## config.mk

```make
export PLATFORM = sky130hd
export DESIGN_NAME = fetch_unit
export DESIGN_NICKNAME = d
export VERILOG_FILES = /design/src/rtl/fetch_unit_pkg.sv /design/src/rtl/fetch_unit.sv
export SDC_FILE = /design/constraint.sdc
export NUM_CORES = 1
export LEC_CHECK = 0
export CAP_MARGIN = 0
export CORE_MARGIN = 5
export CORE_UTILIZATION = 41
export CTS_BUF_LIST = sky130_fd_sc_hd__clkbuf_8
export DETAILED_ROUTE_END_ITERATION = 12
export PLACE_DENSITY = 0.79
export SLEW_MARGIN = 20
export SYNTH_ARGS = -nofsm -noshare
export SYNTH_HDL_FRONTEND = slang
export SYNTH_SLANG_ARGS = --single-unit
```

## constraint.sdc

```tcl
create_clock -name clk -period 1.53 [get_ports clk]
set_input_delay 0.306 -clock clk [delete_from_list [all_inputs] [get_ports clk]]
set_output_delay 0.306 -clock clk [all_outputs]
set_load 0.05 [all_outputs]
```

## src/rtl/fetch_unit_pkg.sv

```systemverilog
// Shared constants for the fetch stage and the decode stage that consumes its fields.
package fetch_unit_pkg;

  localparam int PC_WIDTH_DEF     = 10;
  localparam int RESET_VECTOR_DEF = 0;

  localparam int INSTR_W  = 16;
  localparam int OPCODE_W = 6;
  localparam int REG_W    = 5;
  localparam int IMM8_W   = 8;

  // All-zero word decodes as a nop with register write disabled.
  localparam logic [INSTR_W-1:0] NOP = 16'h0000;

endpackage

```

## src/rtl/fetch_unit.sv

```systemverilog
// Instruction fetch: program counter, synchronous program-memory interface and
// instruction register with stall hold and taken-branch redirect/squash.
module fetch_unit
  import fetch_unit_pkg::*;
#(
  parameter int PC_WIDTH     = PC_WIDTH_DEF,
  parameter int RESET_VECTOR = RESET_VECTOR_DEF
) (
  input  logic                clk,
  input  logic                rst_n,
  output logic [PC_WIDTH-1:0] imem_addr,
  output logic                imem_en,
  input  logic [INSTR_W-1:0]  imem_data,
  input  logic                stall,
  input  logic                branch_en,
  input  logic [PC_WIDTH-1:0] branch_target,
  output logic [INSTR_W-1:0]  instr,
  output logic                instr_valid,
  output logic [PC_WIDTH-1:0] instr_pc,
  output logic [OPCODE_W-1:0] opcode,
  output logic [REG_W-1:0]    rd,
  output logic [REG_W-1:0]    rr,
  output logic [IMM8_W-1:0]   imm8
);

  localparam logic [PC_WIDTH-1:0] RST_PC = PC_WIDTH'(RESET_VECTOR);

  // Word-address increment, wrapping modulo 2^PC_WIDTH.
  function automatic logic [PC_WIDTH-1:0] pc_inc(input logic [PC_WIDTH-1:0] pc);
    return pc + PC_WIDTH'(1);
  endfunction

  logic [PC_WIDTH-1:0] fetch_pc_p0;
  logic [PC_WIDTH-1:0] mem_pc_p1;
  logic                vld_p1;
  logic [INSTR_W-1:0]  instr_p2;
  logic [PC_WIDTH-1:0] instr_pc_p2;
  logic                vld_p2;

  // Memory address/enable: a redirect reads the target immediately, otherwise the
  // enable drops on stall so the memory keeps presenting the held word.
  always_comb begin
    imem_addr = branch_en ? branch_target : fetch_pc_p0;
    imem_en   = branch_en | ~stall;
  end

  // p0 -> p1: advance fetch address and track which word the memory is returning.
  always_ff @(posedge clk or negedge rst_n) begin
    if (!rst_n) begin
      fetch_pc_p0 <= RST_PC;
      mem_pc_p1   <= RST_PC;
      vld_p1      <= 1'b0;
    end else if (branch_en) begin
      fetch_pc_p0 <= pc_inc(branch_target);
      mem_pc_p1   <= branch_target;
      vld_p1      <= 1'b1;
    end else if (!stall) begin
      fetch_pc_p0 <= pc_inc(fetch_pc_p0);
      mem_pc_p1   <= fetch_pc_p0;
      vld_p1      <= 1'b1;
    end
  end

  // p1 -> p2: capture the memory word; a redirect squashes the wrong-path word.
  always_ff @(posedge clk or negedge rst_n) begin
    if (!rst_n) begin
      instr_p2    <= NOP;
      instr_pc_p2 <= RST_PC;
      vld_p2      <= 1'b0;
    end else if (branch_en) begin
      instr_p2    <= NOP;
      vld_p2      <= 1'b0;
    end else if (!stall) begin
      instr_p2    <= vld_p1 ? imem_data : NOP;
      instr_pc_p2 <= mem_pc_p1;
      vld_p2      <= vld_p1;
    end
  end

  // Decode fields are plain slices of the instruction register.
  always_comb begin
    instr       = instr_p2;
    instr_valid = vld_p2;
    instr_pc    = instr_pc_p2;
    opcode      = instr_p2[15:10];
    rd          = instr_p2[8:4];
    rr          = {instr_p2[9], instr_p2[3:0]};
    imm8        = {instr_p2[11:8], instr_p2[3:0]};
  end

endmodule

```

==> qor.yml <==
num_rows: 27
drt_iter0_drc: 129
die_h_um: 85.71
crit_type: "reg2out"
clock_path_buffers: 2
synth_seq_area_share: 0.5112
fp.dieW_um: 85.71
violations: "negative setup slack"
fmax_ghz: 0.6342
worstSkewPairLatency_ps: 310
fin_util: 0.7595
power_mw: 4.875
max_slew.worst_pin.slew_ps: 347.6
initial_core_util: 0.4241
whs_ps: 480.3
first_pass_iters: 4
final_cells: 379
grt_use_total: 0.2079
status: "complete, but fails checks"
drive_gt1_frac: 0.4984
final-hold-violation-count: 0
maxSlewViolCount: 0
vias: 1951
portBuffers: 91
syn_area_per_cell_um2: 11.75
p_leak_nw: 1.903
peakVddDrop_mv: 0.7260
rsz0062_at_grt: "yes"
antenna_found_initial: 0
ff_latch_area_mm2: 0.001202
cts_tree: "built"
drv_cap: 0
yosys.area.top_type: "dfrtp_1"
synth_most_common_cell: "dfrtp_1"
synthesis.area_mm2: 0.002350
place_congestion: 0.7714
design.die.area_mm2: 0.007345
finalCritPeriodShare: 1.031
synthArstFlopShare: 1.000
postSynthCellCount: 200
syn-num-nets: 231
core_area_mm2: 0.005540
setup_viol: 1
synth.area.top_cells: "dfrtp_1 51%, mux2_2 8.1%, buf_4 7.7%"
num_io_pins: 92
nFillCells: 322
wirelength_um: 7305
overflow: 0
ys_ff_latch: 48
required_ps: 1220
fin_nets: 337
post_drt_via_cell_ratio: 5.148
grt_max_degree: 49
max_slew_margin: 0.7683
ys_types: 41
synth_top_area_share: 0.5112
area_growth_syn_to_layout_pct: 79.07
crit_path_start_kind: "flop"
critPathMaxFanout: 2
preCtsSetupSlack_ps: -488.3
hold_class: "reg2reg"
clock-sinks: 48
num_antenna_cells: 0
synth-edff-count: 0
tns_ps: -46.71
setup_slack_ps: -46.71
numCtsBuffers: 5
power-per-cell-area_mw_per_mm2: 1159
htree_levels: 2
ff2ff_path_depth: 6
route.detailed.drc: 0
synth_top_flop_cell: "dfrtp_1"
clock_skew_ps: 5.219
placed_area_mm2: 0.003920
min_period_ps: 1577
cts-root-buf: "clkbuf_8"
dp_cells: 357
avgRoutedWirePerCell_um: 19.27
dpl.hpwl_um: 5387
cp_data_arrival_time_ps: 1270
hold_path_depth: 1
yosysWarnings: 0
synth_commonest_cells: "48 x dfrtp_1, 24 x buf_4, 21 x nor2_1"
clk_pin_slew_ps: 90
multi_input_area_um2: 929.6
final_antenna_net_count: 0
grt_pass1_vias: 2076
fin_area_mm2: 0.004208
critPathCaptureType: "primary output"
grt_pass1_wl_um: 11790
## cell type report
type / instances / area share
well taps: 72 / 0.02141
clock buffers: 5 / 0.01635
clock inverters: 3 / 0.01635
multi-input cells: 112 / 0.2209
flip-flops and latches: 48 / 0.2858
inverters: 5 / 0.005055
repair buffers: 134 / 0.4341
## routing by layer
layer | wire [um] | global-route usage | vias up
li1 | - | - | 888
met1 | 3026 | 0.2640 | 949
met2 | 3592 | 0.3517 | 106
met3 | 587 | 0.05668 | 8
met4 | 99 | 0.05180 | 0
met5 | 0 | 0 | -
## state kept, by name, indices dropped and copies added (netlist names)
name	count
vld_p1	1
instr_pc	10
instr	16
instr_valid	1
fetch_pc_p0	10
mem_pc_p1	10
## worst paths after layout
check	startpoint	to	slack, ps
worst max-delay path	fetch_pc_p0[0]	imem_addr[0]	-50
worst min-delay path	vld_p1	vld_p1	480
worst max register to register	fetch_pc_p0[1]	fetch_pc_p0[4]	40
worst min register to register	vld_p1	vld_p1	480
max in group asynchronous	rst_n	fetch_pc_p0[4]	780
min in group asynchronous	rst_n	instr[11]	530
## cell usage in the layout, fill, tap and decap left out, drive strengths merged, types with 3 or more instances in the layout
master	netlist	final
buf	32	106
dfrtp	48	48
nor2	21	21
clkdlybuf4s50	0	20
mux2	17	17
a22o	16	16
a21oi	9	9
nand2	8	8
inv	5	6
clkbuf	3	5
dlygate4sd2	0	5
nand2b	4	4
xnor2	4	4
o21a	3	3
and4	3	3
mux2i	3	3
## cell families (layout without fill, tap and decap cells)
family                     Yosys count  count (layout)  share of synthesized area
and+or+nand+nor                     48              48                     0.1209
DFF                                 48              48                     0.5112
AOI/OAI and AO/OA                   39              39                     0.1310
adders and majority gates            1               1                   0.005324
xor gates and xnor gates             4               4                    0.01491
muxes                               20              20                     0.1012
buffers and inverters               40             147                     0.1155
## timing repair
item	CTS	global route
endpoints found under the setup margin	52	8
pin swaps	0	1
gates resized for setup	20	6
endpoints found under the hold margin	40	0
hold buffers	1	0
buffers inserted	11	2
cloned	1	0
## power breakdown
| group | total, mW | switching (mW) | leakage (nW) | internal, mW |
|---|---|---|---|---|
| sequential | 1.67 | 0.209 | 0.579 | 1.46 |
| clock | 1.11 | 0.453 | 0.0687 | 0.658 |
| combinational | 2.10 | 1.06 | 1.26 | 1.03 |
## worst max-delay path, stage by stage, from the launching register on
cell and delay, ps:
dfrtp_1 400, mux2_4 300, buf_6 130, buf_12 140
No activity file was read; power rests on OpenSTA's default activity.
